### src/rtl/timer_datapath.sv
`default_nettype none
// ============================================================================
// Module   : timer_datapath
// Purpose  : Minute/second BCD countdown datapath for the egg timer. Loads
//            minutes or seconds from the switches, counts down once per
//            prescaled tick while enabled, reports zero to the controller and
//            blanks the display on a fixed cadence while flashing.
// Revision : 1.0 - initial release
// ----------------------------------------------------------------------------
// Parameters:
//   TICK_DIV  - clock cycles per countdown tick (>= 2)
//   FLASH_DIV - clock cycles per display blank/unblank half-period (>= 2)
//   BEEP_DIV  - clock cycles per beep half-period (>= 2), used only with
//               the TIMER_BEEP_EN build option
// Ports:
//   clk          in   1  single clock, rising edge
//   reset        in   1  synchronous, active-high
//   valIn        in   8  BCD load value, [7:4] tens, [3:0] ones
//   timeWrtEn    in   1  write enable
//   initValEn    in   1  select valIn as write source
//   minEn        in   1  1 = write minutes, 0 = write seconds
//   decEn        in   1  countdown enable
//   flashEn      in   1  flash-display enable
//   minTens      out  4  minutes tens digit
//   minOnes      out  4  minutes ones digit
//   secTens      out  4  seconds tens digit
//   secOnes      out  4  seconds ones digit
//   isTimeFlat   out  1  all four digits are zero
//   displayBlank out  1  display driver blanks all digits
//   beep         out  1  audible square wave (0 without TIMER_BEEP_EN)
// Build option:
//   TIMER_BEEP_EN - when defined, builds the beep generator
// ============================================================================
module timer_datapath #(
  parameter int TICK_DIV  = 50000000,
  parameter int FLASH_DIV = 12500000,
  parameter int BEEP_DIV  = 25000
) (
  input  logic       clk,
  input  logic       reset,
  input  logic [7:0] valIn,
  input  logic       timeWrtEn,
  input  logic       initValEn,
  input  logic       minEn,
  input  logic       decEn,
  input  logic       flashEn,
  output logic [3:0] minTens,
  output logic [3:0] minOnes,
  output logic [3:0] secTens,
  output logic [3:0] secOnes,
  output logic       isTimeFlat,
  output logic       displayBlank,
  output logic       beep
);

  localparam int TW = $clog2(TICK_DIV);
  localparam int FW = $clog2(FLASH_DIV);
  localparam logic [TW-1:0] C_TICK_LAST  = TW'(TICK_DIV - 1);
  localparam logic [TW-1:0] C_TICK_ONE   = TW'(1);
  localparam logic [FW-1:0] C_FLASH_LAST = FW'(FLASH_DIV - 1);
  localparam logic [FW-1:0] C_FLASH_ONE  = FW'(1);

  if (TICK_DIV < 2 || FLASH_DIV < 2 || BEEP_DIV < 2) begin : g_bad_params
    $error("timer_datapath: all divider parameters must be >= 2");
  end

  logic [3:0]    min_tens_q, min_tens_d;
  logic [3:0]    min_ones_q, min_ones_d;
  logic [3:0]    sec_tens_q, sec_tens_d;
  logic [3:0]    sec_ones_q, sec_ones_d;
  logic [TW-1:0] presc_q, presc_d;
  logic [FW-1:0] blink_q, blink_d;
  logic          blank_q, blank_d;

  logic load;
  logic load_ok;
  logic tick;
  logic is_flat;

  assign is_flat = (min_tens_q == 4'd0) && (min_ones_q == 4'd0) &&
                   (sec_tens_q == 4'd0) && (sec_ones_q == 4'd0);

  // Load, prescaler and countdown
  always_comb begin
    load    = timeWrtEn && initValEn;
    load_ok = minEn ? ((valIn[7:4] <= 4'd9) && (valIn[3:0] <= 4'd9))
                    : ((valIn[7:4] <= 4'd5) && (valIn[3:0] <= 4'd9));
    tick    = decEn && (presc_q == C_TICK_LAST);

    // Prescaler holds while paused so a pause keeps the partial second;
    // any load attempt restarts the second.
    presc_d = presc_q;
    if (load) begin
      presc_d = '0;
    end else if (decEn) begin
      presc_d = tick ? '0 : presc_q + C_TICK_ONE;
    end

    min_tens_d = min_tens_q;
    min_ones_d = min_ones_q;
    sec_tens_d = sec_tens_q;
    sec_ones_d = sec_ones_q;

    if (load) begin
      // A load always beats a coincident tick; invalid values are ignored.
      if (load_ok) begin
        if (minEn) begin
          min_tens_d = valIn[7:4];
          min_ones_d = valIn[3:0];
        end else begin
          sec_tens_d = valIn[7:4];
          sec_ones_d = valIn[3:0];
        end
      end
    end else if (tick && !is_flat) begin
      // BCD borrow chain; minTens is never 0 when reached since not flat.
      if (sec_ones_q != 4'd0) begin
        sec_ones_d = sec_ones_q - 4'd1;
      end else begin
        sec_ones_d = 4'd9;
        if (sec_tens_q != 4'd0) begin
          sec_tens_d = sec_tens_q - 4'd1;
        end else begin
          sec_tens_d = 4'd5;
          if (min_ones_q != 4'd0) begin
            min_ones_d = min_ones_q - 4'd1;
          end else begin
            min_ones_d = 4'd9;
            min_tens_d = min_tens_q - 4'd1;
          end
        end
      end
    end
  end

  // Flash cadence: blank toggles every FLASH_DIV cycles, first to 1.
  always_comb begin
    blink_d = blink_q;
    blank_d = blank_q;
    if (!flashEn) begin
      blink_d = '0;
      blank_d = 1'b0;
    end else if (blink_q == C_FLASH_LAST) begin
      blink_d = '0;
      blank_d = ~blank_q;
    end else begin
      blink_d = blink_q + C_FLASH_ONE;
    end
  end

  always_ff @(posedge clk) begin
    if (reset) begin
      min_tens_q <= 4'd0;
      min_ones_q <= 4'd0;
      sec_tens_q <= 4'd0;
      sec_ones_q <= 4'd0;
      presc_q    <= '0;
      blink_q    <= '0;
      blank_q    <= 1'b0;
    end else begin
      min_tens_q <= min_tens_d;
      min_ones_q <= min_ones_d;
      sec_tens_q <= sec_tens_d;
      sec_ones_q <= sec_ones_d;
      presc_q    <= presc_d;
      blink_q    <= blink_d;
      blank_q    <= blank_d;
    end
  end

  assign minTens      = min_tens_q;
  assign minOnes      = min_ones_q;
  assign secTens      = sec_tens_q;
  assign secOnes      = sec_ones_q;
  assign isTimeFlat   = is_flat;
  assign displayBlank = blank_q;

`ifdef TIMER_BEEP_EN
  localparam int BW = $clog2(BEEP_DIV);
  localparam logic [BW-1:0] C_BEEP_LAST = BW'(BEEP_DIV - 1);
  localparam logic [BW-1:0] C_BEEP_ONE  = BW'(1);

  logic [BW-1:0] beep_cnt_q, beep_cnt_d;
  logic          beep_q, beep_d;

  // Tone sounds only during the visible half of the flash cadence.
  always_comb begin
    beep_cnt_d = beep_cnt_q;
    beep_d     = beep_q;
    if (!(flashEn && !blank_q)) begin
      beep_cnt_d = '0;
      beep_d     = 1'b0;
    end else if (beep_cnt_q == C_BEEP_LAST) begin
      beep_cnt_d = '0;
      beep_d     = ~beep_q;
    end else begin
      beep_cnt_d = beep_cnt_q + C_BEEP_ONE;
    end
  end

  always_ff @(posedge clk) begin
    if (reset) begin
      beep_cnt_q <= '0;
      beep_q     <= 1'b0;
    end else begin
      beep_cnt_q <= beep_cnt_d;
      beep_q     <= beep_d;
    end
  end

  assign beep = beep_q;
`else
  assign beep = 1'b0;
`endif

endmodule
`default_nettype wire

### config.mk
export PLATFORM = sky130hd
export DESIGN_NAME = timer_datapath
export DESIGN_NICKNAME = d
export VERILOG_FILES = /design/src/rtl/timer_datapath.sv
export SDC_FILE = /design/constraint.sdc
export NUM_CORES = 1
export LEC_CHECK = 0
export ABC_AREA = 1
export CAP_MARGIN = 20
export CORE_MARGIN = 4
export CORE_UTILIZATION = 60
export CTS_BUF_LIST = sky130_fd_sc_hd__clkbuf_4
export CTS_CLUSTER_SIZE = 10
export DETAILED_ROUTE_END_ITERATION = 7
export PLACE_DENSITY = 0.83
export SYNTH_ARGS = -nofsm -noshare
export SYNTH_HDL_FRONTEND = slang
export SYNTH_SLANG_ARGS = --single-unit
### constraint.sdc
create_clock -name clk -period 2.1 [get_ports clk]
set_clock_uncertainty 0.2 [all_clocks]
set_input_delay 0.525 -clock clk [delete_from_list [all_inputs] [get_ports clk]]
set_output_delay 0.525 -clock clk [all_outputs]
set_load 0.02 [all_outputs]
**Word-level counts from Yosys, hierarchy flattened**

Cells that the tools add are included.

- Bits in registers: 67
- Bits in latches: 0
- Bits in writable memories: 0
- Bits in read-only memories: 0
- Input bits: 15
- Output and inout port bits: 19
- Memories kept: 0

- Add/subtract/negate cells: 6
- Multiply operators: 0
- Div/mod/pow operators: 0
- Magnitude comparators: 3
- Equality and inequality tests: 8
- Shift operators: 0
- Muxes and demuxes: 27
- Bitwise logic cells: 2
- Reductions and logical operators: 24

Operators with widths:

| kind | number |
|---|---|
| 2-to-1 mux 4 bit | 25 |
| adder 26 x 1 -> 26 bit, second input constant | 1 |
| == test 26 bit, second input constant | 1 |
| 2-to-1 mux 26 bit | 1 |
| adder 24 x 1 -> 24 bit, second input constant | 1 |
| == test 24 bit, second input constant | 1 |
| logical NOT 4 bit | 4 |
| subtractor 4 x 1 -> 4 bit, second input constant | 4 |
| nonzero test 4 bit | 3 |
| inequality test 2 bit, second input constant | 5 |
| <= comparator 4 bit, second input constant | 2 |
| logical AND 1 bit | 8 |
| AND reduction 6 bit | 1 |
| AND reduction 5 bit | 1 |
| <= comparator 4 x 3 -> 1 bit, second input constant | 1 |
| AND reduction 4 bit | 1 |
| OR reduction 2 bit | 2 |
| AND reduction 3 bit | 1 |
| OR reduction 3 bit | 1 |
| inequality test 2 x 1 -> 1 bit, second input constant | 1 |
| inverter 1 bit | 2 |
| nonzero test 2 bit | 1 |
| logical NOT 1 bit | 1 |
| 2-to-1 mux 1 bit | 1 |

**Depth between registers and ports, before layout**

- Depth in word-level cells: 8
- Gate-level depth with buffers: 12

**Least setup slack after synthesis**

OpenSTA, ideal clock, no wires.

- Kind: reg-to-output
- Start: register min_tens_q[0], in the netlist minTens[0]
- End: output isTimeFlat
- Data arrival time: 1.053 ns
- Required time: 1.375 ns
- Setup slack: 0.322 ns
- Cell stages (with the launch flop): 7
- Path through: dfxtp_1 > inv_1 > ha_1 > nand3_1 > nor2_1 > nand2_1 > inv_1

- Word-level cells in the longest chain between the ends: 4

RTL lines:

| element | line | text |
|---|---|---|
| start, declared | 67 | `logic [3:0] min_tens_q, min_tens_d;` |
| start signal, assigned | 161 | `min_tens_q <= min_tens_d;` |
| logical NOT 4 bit | 80 | `assign is_flat = (min_tens_q == 4'd0) && (min_ones_q == 4'd0) &&` |
| logical AND 1 bit (2 in series) | 80 |  |
| logical AND 1 bit | 81 | `(sec_tens_q == 4'd0) && (sec_ones_q == 4'd0);` |
| end, declared | 51 | `output logic isTimeFlat,` |

Every way passes these cells.

**Worst setup path in the final report**

- Start: register min_tens_q[1], in the netlist minTens[1]
- End: output isTimeFlat

The elaborated chain is that of the path after synthesis.

==> metrics.txt <==
outcome complete, no violations; Seq/Total Area, Yosys 35.4%; total routed wirelength 9.21 mm; via count 3959; CTS buffer count 9; clock tree sinks 67; worst path cell trace inv_2, ha_4, nand3_2, nor2_1, nand2_1, inv_1, buf_6; R2R cell count 14; RSZ-0062 raised after global routing yes; dpl hpwl 7.13 mm; RR Endpoint minOnes[1]; syn avg cell area 6.58 sq um; CTS max path bufs 2; max frequency 0.479 GHz; Peak supply drop 0.000522 V; antenna violations before repair 0; net count reported at finish 682; Final Hold Viols 0; WHS 0.268 ns; DR WL/cell 12.4 um; post-route ant nets 0; Detailed Route Iter0 Violations 211; H-tree Lvls 3; cell leakage power 1.99 nW; commonest non-fill, non-tap cell in the layout nand2_1; port bufs 32; Setup CP Type reg2out; RR Startpoint minTens[1]; Critical-path top delay cell dfxtp_2; synth top area cells dfxtp_1 35%, nand2_1 15%, nor2_1 9.4%; Skew-Pair Late Insertion Delay 0.39 ns; flops & latches, synth 67; ratio of cells with drive above 1 in the final layout 17.3%; Clk pin slew, worst setup/hold paths 0.11 ns; total track usage 25.7%; synth unique cells 46; post-route cell area 4710 sq um; drc violations 0; first-pass GRT wire length 15.9 mm; worst min-delay path class reg2reg; fin cells 740; crit-path max cell delay 0.34 ns; vias in the first global route 3775; PwrDens 552 nW/um^2; Die Area 7660 sq um; max-slew violations 0; DP Area 4560 sq um; Hold Path Sink blink_q[0]; CTS Root Cell clkbuf_4; GR Overflow Total 0; largest net degree at the start of global routing 16; Synth Warn # 0; leading cell types in the layout, fill and taps excluded 151 x nand2_1, 91 x nor2_1, 63 x dfxtp_1; Post-Syn Nets 595; CP max FO 2; # placed instances 725; area grow syn2layout 24.3%; final-report setup violation count 0; WP data required 1.37 ns; die span in x 87.5 um; Worst EP arrival 1.36 ns; Max Cap Viol 0; final worst path period share 99.5%; WHS Path Cells 1; # rows 28; CTS tree built; post-route minimum period 2.09 ns; top-area cell type share of the netlist area 35.4%; drt first pass iters 5; hold path startpoint blink_q[0]; Core Area 6030 sq um; startpoint types flip-flop; initial core utilization 62.9%; dominant cell type by area after synthesis dfxtp_1; DR vias/cell 5.35; Syn Inst Count 576; Synth Cell Area 3790 sq um; diode count 0; gpl congestion 0.916; setup slack, reg-to-reg 0.17 ns; I/O pin count 34; Setup crit end kind primary output; Vert. Die Dim 87.5 um
==> logic make-up (layout without fill, tap and decap cells) <==
| family | count (synthesis) | after routing | synth area share (%) |
|---|---|---|---|
| other | 1 | 1 | 0.0989 |
| XOR/XNOR | 13 | 13 | 3.00 |
| adder cells (fa/ha/maj) | 4 | 4 | 1.32 |
| buffers and inverters | 79 | 168 | 8.55 |
| AND/OR/NAND/NOR | 349 | 349 | 42.3 |
| AO/OA/AOI/OAI | 63 | 63 | 9.34 |
| flip-flops | 67 | 67 | 35.4 |
==> routing by layer <==
| metal | GRT usage [%] | up-vias | share of wire, % |
|---|---|---|---|
| li1 | - | 2028 | - |
| met1 | 31.9 | 1778 | 45 |
| met2 | 44.4 | 138 | 47 |
| met3 | 3.97 | 15 | 6.0 |
| met4 | 10.6 | 0 | 1.8 |
| met5 | 0 | - | 0 |
==> how the worst max path moves through the flow <==
stage | start | end | cells after the start
finish | minTens[1] | isTimeFlat | 7
global route | minTens[1] | isTimeFlat | 7
CTS | minTens[0] | isTimeFlat | 7
floorplan | minTens[0] | isTimeFlat | 6
detailed placement | decEn | secOnes[1] | 12
global placement | decEn | presc_q[23] | 11
==> cells in the mapped netlist, drive strengths merged <==
cell type,number
inv,69
o21a,1
conb,1
xnor2,3
a211oi,1
a31oi,2
nor3,19
a21boi,1
nand4,17
a21oi,33
o21bai,2
nor3b,7
ha,4
nand2,159
buf,7
and2,1
dfxtp,67
or2,4
nor4,5
o21ai,20
nor2,101
nand3b,2
clkinv,1
nand3,34
clkbuf,2
o221a,1
o31ai,1
a31o,1
xor2,10
==> power breakdown <==
| group | switching, W | total (W) | internal (W) |
|---|---|---|---|
| Clock | 0.000413 | 0.000750 | 0.000337 |
| Sequential | 0.0000180 | 0.00131 | 0.00130 |
| Combinational | 0.000293 | 0.000539 | 0.000245 |
| Total | 0.000724 | 0.00260 | 0.00188 |
==> stage by stage <==
step	power (W)	util, %	setup WS [ns]	TNS, ns
2_1_floorplan	0.00162	-	0.322	0
3_3_place_gp	0.00184	75.6	-0.219	-4.69
3_5_place_dp	0.00186	75.6	-0.314	-6.34
4_1_cts	0.00259	77.1	-0.0836	-0.0836
5_1_grt	0.00276	78.2	-0.106	-0.106
6_report	0.00260	78.2	0.0113	0
==> registers in the layout, summed over array words and instances, names as in the netlist <==
name,flops
minTens,4
secOnes,4
presc_q,26
blink_q,24
secTens,4
displayBlank,1
minOnes,4
==> final cells by class <==
cell class	instances	area [sq um]
tap	75	93.8
inverter	70	267
clock inverter	4	45.0
fill	490	1310
multi-input combinational	430	2170
timing repair buffer	85	723
clock buffer	9	67.6
sequential	67	1350
==> critical path, delay by kind of cell (launching register included) <==
kind	cells	cell delay, ns
fa+ha+maj	1	0.13
buf+inv	3	0.25
flops	1	0.34
simple gates	3	0.24
==> timing repair <==
item / in CTS / in global routing
setup buffers: 0 / 2
gates resized for setup: 23 / 18
cloned: 0 / 0
pin swaps: 0 / 3
hold buffers: 0 / 0
endpoints found under the setup margin: 18 / 8
Note: power is estimated with default switching activity, not from simulation.
